==> src/rtl/rggen_axi4lite_if.sv <==
// AXI4-Lite bus bundle shared by rggen masters and register blocks.
// ID_WIDTH of 0 still carries a 1-bit ID so the ports always exist.
`timescale 1ns/1ps
interface rggen_axi4lite_if #(
    parameter int ID_WIDTH      = 0,
    parameter int ADDRESS_WIDTH = 16,
    parameter int BUS_WIDTH     = 32
);
    localparam int IDW = (ID_WIDTH > 0) ? ID_WIDTH : 1;

    logic                     awvalid;
    logic                     awready;
    logic [IDW-1:0]           awid;
    logic [ADDRESS_WIDTH-1:0] awaddr;
    logic [2:0]               awprot;
    logic                     wvalid;
    logic                     wready;
    logic [BUS_WIDTH-1:0]     wdata;
    logic [BUS_WIDTH/8-1:0]   wstrb;
    logic                     bvalid;
    logic                     bready;
    logic [IDW-1:0]           bid;
    logic [1:0]               bresp;
    logic                     arvalid;
    logic                     arready;
    logic [IDW-1:0]           arid;
    logic [ADDRESS_WIDTH-1:0] araddr;
    logic [2:0]               arprot;
    logic                     rvalid;
    logic                     rready;
    logic [IDW-1:0]           rid;
    logic [1:0]               rresp;
    logic [BUS_WIDTH-1:0]     rdata;

    modport master (
        output awvalid, awid, awaddr, awprot, input awready,
        output wvalid, wdata, wstrb, input wready,
        input  bvalid, bid, bresp, output bready,
        output arvalid, arid, araddr, arprot, input arready,
        input  rvalid, rid, rresp, rdata, output rready
    );

    modport slave (
        input  awvalid, awid, awaddr, awprot, output awready,
        input  wvalid, wdata, wstrb, output wready,
        output bvalid, bid, bresp, input bready,
        input  arvalid, arid, araddr, arprot, output arready,
        output rvalid, rid, rresp, rdata, input rready
    );
endinterface

==> src/rtl/rggen_axi4lite_master_bridge.sv <==
// Single-outstanding AXI4-Lite master driven by a local request/response port.
// Optional ID tracking: define RGGEN_AXI4LITE_MASTER_ID_CHECK_EN.
`timescale 1ns/1ps
module rggen_axi4lite_master_bridge #(
    parameter int ID_WIDTH      = 0,
    parameter int ADDRESS_WIDTH = 16,
    parameter int BUS_WIDTH     = 32,
    parameter int ID_VALUE      = 0
)(
    input  logic                     i_clk,
    input  logic                     i_rst_n,
    input  logic                     i_req_valid,
    output logic                     o_req_ready,
    input  logic                     i_req_write,
    input  logic [ADDRESS_WIDTH-1:0] i_req_address,
    input  logic [2:0]               i_req_prot,
    input  logic [BUS_WIDTH-1:0]     i_req_write_data,
    input  logic [BUS_WIDTH/8-1:0]   i_req_strobe,
    output logic                     o_rsp_valid,
    input  logic                     i_rsp_ready,
    output logic [1:0]               o_rsp_status,
    output logic [BUS_WIDTH-1:0]     o_rsp_read_data,
    rggen_axi4lite_if.master         axi4lite_if
);
    localparam int IDW = (ID_WIDTH > 0) ? ID_WIDTH : 1;
    localparam logic [IDW-1:0] ID_CONST = IDW'(ID_VALUE);
`ifdef RGGEN_AXI4LITE_MASTER_ID_CHECK_EN
    localparam bit ID_CHECK = (ID_WIDTH > 0);
`else
    localparam bit ID_CHECK = 1'b0;
`endif

    typedef enum logic [2:0] {
        IDLE, WRITE, WAIT_B, READ, WAIT_R, RESPONSE
    } state_e;

    state_e                   state;
    logic                     awvalid;
    logic                     wvalid;
    logic                     bready;
    logic                     arvalid;
    logic                     rready;
    logic [ADDRESS_WIDTH-1:0] address;
    logic [2:0]               prot;
    logic [BUS_WIDTH-1:0]     write_data;
    logic [BUS_WIDTH/8-1:0]   strobe;
    logic [IDW-1:0]           id_count;
    logic [IDW-1:0]           issued_id;
    logic                     aw_done;
    logic                     w_done;
    logic                     b_id_error;
    logic                     r_id_error;

    assign axi4lite_if.awvalid = awvalid;
    assign axi4lite_if.awid    = ID_CHECK ? issued_id : ID_CONST;
    assign axi4lite_if.awaddr  = address;
    assign axi4lite_if.awprot  = prot;
    assign axi4lite_if.wvalid  = wvalid;
    assign axi4lite_if.wdata   = write_data;
    assign axi4lite_if.wstrb   = strobe;
    assign axi4lite_if.bready  = bready;
    assign axi4lite_if.arvalid = arvalid;
    assign axi4lite_if.arid    = ID_CHECK ? issued_id : ID_CONST;
    assign axi4lite_if.araddr  = address;
    assign axi4lite_if.arprot  = prot;
    assign axi4lite_if.rready  = rready;

    // A channel counts as done once its valid has dropped or it handshakes now.
    assign aw_done    = !awvalid || axi4lite_if.awready;
    assign w_done     = !wvalid  || axi4lite_if.wready;
    assign b_id_error = ID_CHECK && (axi4lite_if.bid != issued_id);
    assign r_id_error = ID_CHECK && (axi4lite_if.rid != issued_id);

    always_ff @(posedge i_clk or negedge i_rst_n) begin
        if (!i_rst_n) begin
            state           <= IDLE;
            o_req_ready     <= 1'b1;
            o_rsp_valid     <= 1'b0;
            o_rsp_status    <= '0;
            o_rsp_read_data <= '0;
            awvalid         <= 1'b0;
            wvalid          <= 1'b0;
            bready          <= 1'b0;
            arvalid         <= 1'b0;
            rready          <= 1'b0;
            address         <= '0;
            prot            <= '0;
            write_data      <= '0;
            strobe          <= '0;
            id_count        <= '0;
            issued_id       <= '0;
        end else begin
            case (state)
                IDLE: begin
                    if (i_req_valid) begin
                        o_req_ready <= 1'b0;
                        address     <= i_req_address;
                        prot        <= i_req_prot;
                        write_data  <= i_req_write_data;
                        strobe      <= i_req_strobe;
                        issued_id   <= id_count;
                        id_count    <= id_count + 1'b1;
                        if (i_req_write) begin
                            awvalid <= 1'b1;
                            wvalid  <= 1'b1;
                            state   <= WRITE;
                        end else begin
                            arvalid <= 1'b1;
                            state   <= READ;
                        end
                    end
                end
                WRITE: begin
                    if (axi4lite_if.awready) awvalid <= 1'b0;
                    if (axi4lite_if.wready)  wvalid  <= 1'b0;
                    if (aw_done && w_done) begin
                        bready <= 1'b1;
                        state  <= WAIT_B;
                    end
                end
                WAIT_B: begin
                    if (axi4lite_if.bvalid) begin
                        bready          <= 1'b0;
                        o_rsp_valid     <= 1'b1;
                        o_rsp_status    <= b_id_error ? 2'd2 : axi4lite_if.bresp;
                        o_rsp_read_data <= '0;
                        state           <= RESPONSE;
                    end
                end
                READ: begin
                    if (axi4lite_if.arready) begin
                        arvalid <= 1'b0;
                        rready  <= 1'b1;
                        state   <= WAIT_R;
                    end
                end
                WAIT_R: begin
                    if (axi4lite_if.rvalid) begin
                        rready          <= 1'b0;
                        o_rsp_valid     <= 1'b1;
                        o_rsp_status    <= r_id_error ? 2'd2 : axi4lite_if.rresp;
                        o_rsp_read_data <= axi4lite_if.rdata;
                        state           <= RESPONSE;
                    end
                end
                RESPONSE: begin
                    if (i_rsp_ready) begin
                        o_rsp_valid <= 1'b0;
                        o_req_ready <= 1'b1;
                        state       <= IDLE;
                    end
                end
                default: state <= IDLE;
            endcase
        end
    end
endmodule
==> src/flat_wrapper.sv <==
// flat-port wrapper written by rule: the top's interface ports become plain ports
module rggen_axi4lite_master_bridge_flat 
#(
    parameter int ID_WIDTH      = 0,
    parameter int ADDRESS_WIDTH = 16,
    parameter int BUS_WIDTH     = 32,
    parameter int ID_VALUE      = 0
)
  (i_clk, i_rst_n, i_req_valid, o_req_ready, i_req_write, i_req_address, i_req_prot, i_req_write_data, i_req_strobe, o_rsp_valid, i_rsp_ready, o_rsp_status, o_rsp_read_data, axi4lite_if_awvalid, axi4lite_if_awid, axi4lite_if_awaddr, axi4lite_if_awprot, axi4lite_if_awready, axi4lite_if_wvalid, axi4lite_if_wdata, axi4lite_if_wstrb, axi4lite_if_wready, axi4lite_if_bvalid, axi4lite_if_bid, axi4lite_if_bresp, axi4lite_if_bready, axi4lite_if_arvalid, axi4lite_if_arid, axi4lite_if_araddr, axi4lite_if_arprot, axi4lite_if_arready, axi4lite_if_rvalid, axi4lite_if_rid, axi4lite_if_rresp, axi4lite_if_rdata, axi4lite_if_rready);
  rggen_axi4lite_if #(.ID_WIDTH(ID_WIDTH), .ADDRESS_WIDTH(ADDRESS_WIDTH), .BUS_WIDTH(BUS_WIDTH)) axi4lite_if_i ();
  input  logic i_clk;
  input  logic i_rst_n;
  input  logic i_req_valid;
  output logic o_req_ready;
  input  logic i_req_write;
  input  logic [ADDRESS_WIDTH-1:0] i_req_address;
  input  logic [2:0] i_req_prot;
  input  logic [BUS_WIDTH-1:0] i_req_write_data;
  input  logic [BUS_WIDTH/8-1:0] i_req_strobe;
  output logic o_rsp_valid;
  input  logic i_rsp_ready;
  output logic [1:0] o_rsp_status;
  output logic [BUS_WIDTH-1:0] o_rsp_read_data;
  output wire logic [$bits(axi4lite_if_i.awvalid)-1:0] axi4lite_if_awvalid;
  output wire logic [$bits(axi4lite_if_i.awid)-1:0] axi4lite_if_awid;
  output wire logic [$bits(axi4lite_if_i.awaddr)-1:0] axi4lite_if_awaddr;
  output wire logic [$bits(axi4lite_if_i.awprot)-1:0] axi4lite_if_awprot;
  input wire logic [$bits(axi4lite_if_i.awready)-1:0] axi4lite_if_awready;
  output wire logic [$bits(axi4lite_if_i.wvalid)-1:0] axi4lite_if_wvalid;
  output wire logic [$bits(axi4lite_if_i.wdata)-1:0] axi4lite_if_wdata;
  output wire logic [$bits(axi4lite_if_i.wstrb)-1:0] axi4lite_if_wstrb;
  input wire logic [$bits(axi4lite_if_i.wready)-1:0] axi4lite_if_wready;
  input wire logic [$bits(axi4lite_if_i.bvalid)-1:0] axi4lite_if_bvalid;
  input wire logic [$bits(axi4lite_if_i.bid)-1:0] axi4lite_if_bid;
  input wire logic [$bits(axi4lite_if_i.bresp)-1:0] axi4lite_if_bresp;
  output wire logic [$bits(axi4lite_if_i.bready)-1:0] axi4lite_if_bready;
  output wire logic [$bits(axi4lite_if_i.arvalid)-1:0] axi4lite_if_arvalid;
  output wire logic [$bits(axi4lite_if_i.arid)-1:0] axi4lite_if_arid;
  output wire logic [$bits(axi4lite_if_i.araddr)-1:0] axi4lite_if_araddr;
  output wire logic [$bits(axi4lite_if_i.arprot)-1:0] axi4lite_if_arprot;
  input wire logic [$bits(axi4lite_if_i.arready)-1:0] axi4lite_if_arready;
  input wire logic [$bits(axi4lite_if_i.rvalid)-1:0] axi4lite_if_rvalid;
  input wire logic [$bits(axi4lite_if_i.rid)-1:0] axi4lite_if_rid;
  input wire logic [$bits(axi4lite_if_i.rresp)-1:0] axi4lite_if_rresp;
  input wire logic [$bits(axi4lite_if_i.rdata)-1:0] axi4lite_if_rdata;
  output wire logic [$bits(axi4lite_if_i.rready)-1:0] axi4lite_if_rready;
  assign axi4lite_if_awvalid = axi4lite_if_i.awvalid;
  assign axi4lite_if_awid = axi4lite_if_i.awid;
  assign axi4lite_if_awaddr = axi4lite_if_i.awaddr;
  assign axi4lite_if_awprot = axi4lite_if_i.awprot;
  assign axi4lite_if_i.awready = axi4lite_if_awready;
  assign axi4lite_if_wvalid = axi4lite_if_i.wvalid;
  assign axi4lite_if_wdata = axi4lite_if_i.wdata;
  assign axi4lite_if_wstrb = axi4lite_if_i.wstrb;
  assign axi4lite_if_i.wready = axi4lite_if_wready;
  assign axi4lite_if_i.bvalid = axi4lite_if_bvalid;
  assign axi4lite_if_i.bid = axi4lite_if_bid;
  assign axi4lite_if_i.bresp = axi4lite_if_bresp;
  assign axi4lite_if_bready = axi4lite_if_i.bready;
  assign axi4lite_if_arvalid = axi4lite_if_i.arvalid;
  assign axi4lite_if_arid = axi4lite_if_i.arid;
  assign axi4lite_if_araddr = axi4lite_if_i.araddr;
  assign axi4lite_if_arprot = axi4lite_if_i.arprot;
  assign axi4lite_if_i.arready = axi4lite_if_arready;
  assign axi4lite_if_i.rvalid = axi4lite_if_rvalid;
  assign axi4lite_if_i.rid = axi4lite_if_rid;
  assign axi4lite_if_i.rresp = axi4lite_if_rresp;
  assign axi4lite_if_i.rdata = axi4lite_if_rdata;
  assign axi4lite_if_rready = axi4lite_if_i.rready;
  rggen_axi4lite_master_bridge #(.ID_WIDTH(ID_WIDTH), .ADDRESS_WIDTH(ADDRESS_WIDTH), .BUS_WIDTH(BUS_WIDTH), .ID_VALUE(ID_VALUE)) u_core (.i_clk(i_clk), .i_rst_n(i_rst_n), .i_req_valid(i_req_valid), .o_req_ready(o_req_ready), .i_req_write(i_req_write), .i_req_address(i_req_address), .i_req_prot(i_req_prot), .i_req_write_data(i_req_write_data), .i_req_strobe(i_req_strobe), .o_rsp_valid(o_rsp_valid), .i_rsp_ready(i_rsp_ready), .o_rsp_status(o_rsp_status), .o_rsp_read_data(o_rsp_read_data), .axi4lite_if(axi4lite_if_i));
endmodule
==> config.mk <==
export PLATFORM = sky130hd
export DESIGN_NAME = rggen_axi4lite_master_bridge_flat
export DESIGN_NICKNAME = d
export VERILOG_FILES = /design/src/rtl/rggen_axi4lite_if.sv /design/src/rtl/rggen_axi4lite_master_bridge.sv /design/src/flat_wrapper.sv
export SDC_FILE = /design/constraint.sdc
export NUM_CORES = 1
export LEC_CHECK = 0
export BUFFER_PORTS_ARGS = -buffer_cell sky130_fd_sc_hd__buf_2
export CORE_MARGIN = 2
export CORE_UTILIZATION = 45
export DETAILED_ROUTE_END_ITERATION = 12
export GPL_ROUTABILITY_DRIVEN = 0
export GPL_TIMING_DRIVEN = 0
export PLACE_DENSITY_LB_ADDON = 0.2
export SYNTH_ARGS = -nofsm -noshare
export SYNTH_HDL_FRONTEND = slang
export SYNTH_SLANG_ARGS = --single-unit
==> constraint.sdc <==
create_clock -name i_clk -period 2.14 [get_ports i_clk]
set_clock_uncertainty 0.2 [all_clocks]
set_input_delay 0.428 -clock i_clk [delete_from_list [all_inputs] [get_ports i_clk]]
set_output_delay 0.428 -clock i_clk [all_outputs]
set_load 0.1 [all_outputs]
# --- Word level (Yosys, flattened, before mapping) ---
# Cells that the tools add are included.
word_totals:
  register_bits: 99
  out_inout_bits: 117
  inputBits: 103
classes:
  eq_ne: 15
  reduce_logical: 23
  muxes: 37
ops:
  columns: ["operator", "n"]
  rows:
  - ["2-to-1 mux 32 bit", 2]
  - ["case mux 32 bit (2 select lines)", 1]
  - ["2-to-1 mux 3 bit", 6]
  - ["inequality test 2 bit (second input constant)", 9]
  - ["case mux 3 bit (6 select lines)", 1]
  - ["2-to-1 mux 1 bit", 16]
  - ["AND reduction 4 bit", 4]
  - ["case mux 1 bit (2 select lines)", 6]
  - ["AND reduction 3 bit", 4]
  - ["nonzero test 2 bit", 6]
  - ["== test 3 x 2 -> 1 bit (second input constant)", 2]
  - ["== test 3 bit (second input constant)", 2]
  - ["2-to-1 mux 2 bit", 3]
  - ["AND reduction 6 bit", 1]
  - ["case mux 2 bit (2 select lines)", 1]
  - ["== test 3 x 1 -> 1 bit (second input constant)", 1]
  - ["logical NOT 3 bit", 1]
  - ["case mux 1 bit (3 select lines)", 1]
  - ["nonzero test 3 bit", 1]
  - ["logical NOT 1 bit", 2]
  - ["logical OR 1 bit", 2]
  - ["inequality test 2 x 1 -> 1 bit (second input constant)", 1]
  - ["AND reduction 2 bit", 1]
  - ["logical AND 1 bit", 1]

# --- Depth between registers and ports, before layout ---
depth:
  ltp_word: 5
  depth_mapped: 6

# --- Worst setup path after synthesis ---
# No wires, ideal clock.
synth_timing:
  path_kind: "register to output"
  from: "register u_core.address[0], in the netlist u_core.axi4lite_if.araddr[0]"
  to: "output axi4lite_if_awaddr[0]"
  path_buffers: 1
  arrival_time_ps: 1337
  required_ps: 1512
  path_stages_with_launch: 2
  setup_slack_ps: 175
  cell_sequence: "dfrtp_1 buf_4"
synth_rtl:
  columns: ["element", "line", "source"]
  rows:
  - ["start, declared", "rggen_axi4lite_master_bridge.sv:43", "logic [ADDRESS_WIDTH-1:0] address;"]
  - ["start signal, assigned", "rggen_axi4lite_master_bridge.sv:97", "address <= i_req_address;"]
  - ["end, declared", "flat_wrapper.sv:26", "output wire logic [$bits(axi4lite_if_i.awaddr)-1:0] axi4lite_if_awaddr;"]
# No word-level cell between the ends.

# --- Final worst setup path ---
layout_timing:
  from: "register u_core.o_req_ready"
  to: "output o_req_ready"
layout_rtl:
  columns: ["element", "line", "source"]
  rows:
  - ["start, declared", "rggen_axi4lite_master_bridge.sv:13", "output logic o_req_ready,"]
  - ["start signal, assigned", "rggen_axi4lite_master_bridge.sv:77", "o_req_ready <= 1'b1;"]
  - ["start signal, assigned", "rggen_axi4lite_master_bridge.sv:96", "o_req_ready <= 1'b0;"]
  - ["start signal, assigned", "rggen_axi4lite_master_bridge.sv:149", "o_req_ready <= 1'b1;"]
  - ["end, declared", "flat_wrapper.sv:14", "output logic o_req_ready;"]
# No word-level cell between the ends.

==> qor.txt <==
xor/xnor cell area share of the yosys netlist = 0%
post-synth top area share = 60.68%
Worst Path Class, Setup = flop to output pin
Root Driver = clkbuf_8
largest family of logic cells by synthesized area = multiplexers
drt drc = 0
Post-synth ARST share = 100.0%
commonest non-fill, non-tap cell in the layout = buf_2
vias in the first global route = 3,127
CP top delay family = flip-flops
CP required = 1.51 ns
Synth Warn # = 0
Setup Viol. Count Final = 0
reg2reg path depth = 4
Core Area = 8721 um2
Initial DRC Count = 70
Diodes inserted = 0
GRT overflow = 0
Max Clock Freq = 509.8 MHz
synthesized area = 4041 um2
NumNets Final = 613
CTS clk-pin slew, worst paths = 0.09 ns
wire length per cell = 14.78 um
Post-Place Cells = 604
crit path launch type = flop
highest-count cells in the layout ignoring fill and taps = buf_2 (222), dfrtp_1 (98), mux2_2 (53), buf_4 (32), a22o_1 (32)
crit path cell chain = buf_2
Worst Hold Depth = 2
GRT Resource Usage Total = 19.29%
IO Count = 220
Cell Rows = 34
Die H = 98.77 um
Buf+Inv Stages, Crit Path = 1
first-pass GRT wire length = 14,990 um
outcome = finished, final reports clean
sequential element share of the synthesized area = 61.33%
critical path arrival = 1.33 ns
Post-Synth Simple-Gate Area = 4.613%
total CTS buffers = 9
synthesized flop and latch total = 99
deepest clock path buffer count = 2
Via-to-Cell Ratio = 4.926
leading area contributor after synthesis = dfrtp_1
Max-cap violations = 0
clk sinks = 99
Max stage delay on crit path = 0.55 ns
Tightest Pin Transition = 0.6293 ns
Synth cell types = 34
critical path fanouts, max = 3
final worst setup slack = 0.1786 ns
cell count after synthesis = 279
antenna violations before repair = 0
Final HPWL DP = 7030 um
router iterations before antenna repair = 4
final wirelength = 9209 um
RSZ-0062 raised after global routing = no
Clock Latency Late Sink = 0.35 ns
Antenna Violating Nets Remaining = 0
routed vias = 3,069
CTS HTree Levels = 3
final cycle utilization of the critical path = 91.65%
Starting Density = 46.34%
fin crit period = 1.961 ns
Hold Path Class = input port to flop
post-synthesis mux area share = 16.69%
Post-Syn Area per Cell = 14.49 um2
layout cells sized above 1 = 64.08%
DIE WIDTH = 98.77 um
complex-gate fraction of the synthesized area = 10.06%
top cells by area, synth = dfrtp_1 (61%), mux2_2 (15%), a22o_1 (6.9%)
cts repair resizes = 0
adder-cell share of the synthesized area = 0%
synth-to-layout area growth = 37.03%
number of enable flip-flop cells after synthesis = 0
Core Util, Final = 63.50%
slowest CP cell = dfstp_2
nature of the critical path endpoint = output pin
Placement Setup Slack = 0.05624 ns
top_reg_cell synth = dfrtp_1
largest net degree at the start of global routing = 53
final hold vios = 0
die area = 9755 um2
Slew Limit Fails = 0
Non-Filler Instances = 623
TritonCTS clock tree = built
IO buf count = 215
slew margin rel. = 58.05%
number of cells on the critical path = 1
Fillers = 719
## area by class of cell
type / count / area [um2] / share of cell area [%]
multi-input cells: 139 / 1275 / 23.02
clock buffers: 10 / 137.6 / 2.485
clock inverters: 6 / 88.84 / 1.604
inverters: 3 / 11.26 / 0.2033
repair buffers: 219 / 1131 / 20.42
flip-flops and latches: 99 / 2479 / 44.76
plain buffers: 39 / 280.3 / 5.061
well taps: 108 / 135.1 / 2.440
## synth_stat cells (all sizes together) (2+ instances only)
master	count
nor3	2
a31oi	3
nor2	4
a22o	32
nand2b	3
dfrtp	98
nand3b	2
a21oi	9
buf	39
mux2	59
nor3b	4
nand2	3
nor4b	3
inv	3
## timing repair
action,CTS,global route
hold buffers,1,0
setup endpoints to repair,0,4
hold endpoints to repair,47,0
setup buffers,0,2
## final timing paths
| kind | start | end | slack, ns |
|---|---|---|---|
| max | u_core.o_req_ready$_DFFE_PN1P_ | o_req_ready | 0.18 |
| min in group asynchronous | i_rst_n | u_core.axi4lite_if.wdata[29]$_DFFE_PN0P_ | 0.45 |
| min reg2reg | u_core.axi4lite_if.rready$_DFFE_PN0P_ | u_core.axi4lite_if.rready$_DFFE_PN0P_ | 0.30 |
| max reg2reg | u_core.state[2]$_DFFE_PN0P_ | u_core.axi4lite_if.wstrb[0]$_DFFE_PN0P_ | 0.25 |
| max in group asynchronous | i_rst_n | u_core.o_req_ready$_DFFE_PN1P_ | 0.57 |
| min | axi4lite_if_wready | u_core.axi4lite_if.wvalid$_DFFE_PN0P_ | 0.05 |
## cell families (layout without fill, tap and decap cells)
group,count (synthesis),count (layout)
AND/OR/NAND/NOR,26,26
buffers and inverters,42,277
AO/OA/AOI/OAI,51,51
other,1,2
flip-flops,99,99
multiplexers,60,60
## per-stage QoR
step	setup TNS [ns]	cell area, um2	hold WS, ns
after floorplan	0	4045	-0.06759
final	0	5538	0.05285
after global placement	-51.56	5256	0.2648
after CTS	0	5523	0.03656
after detailed placement	0	5286	0.2789
after global routing	0	5538	0.03039
## flip-flops by register name (all words and copies together), names as in the netlist, 2 cells and up
| name | cells |
|---|---|
| u_core.axi4lite_if.wdata | 32 |
| u_core.o_rsp_read_data | 32 |
| u_core.axi4lite_if.araddr | 16 |
| u_core.axi4lite_if.wstrb | 4 |
| u_core.axi4lite_if.arprot | 3 |
| u_core.state | 3 |
| u_core.o_rsp_status | 2 |
## per-layer routing
layer / wire [um] / global-route usage (%) / part of all wire (%)
met4: 142 / 6.322 / 1.5
met1: 3862 / 24.39 / 42
met2: 4474 / 32.02 / 49
met5: 0 / 0 / 0
met3: 730 / 5.603 / 7.9
Power is left out: the tool's default activity adds up to more than one toggle a clock period on the data nets, which glitch-free logic cannot reach.
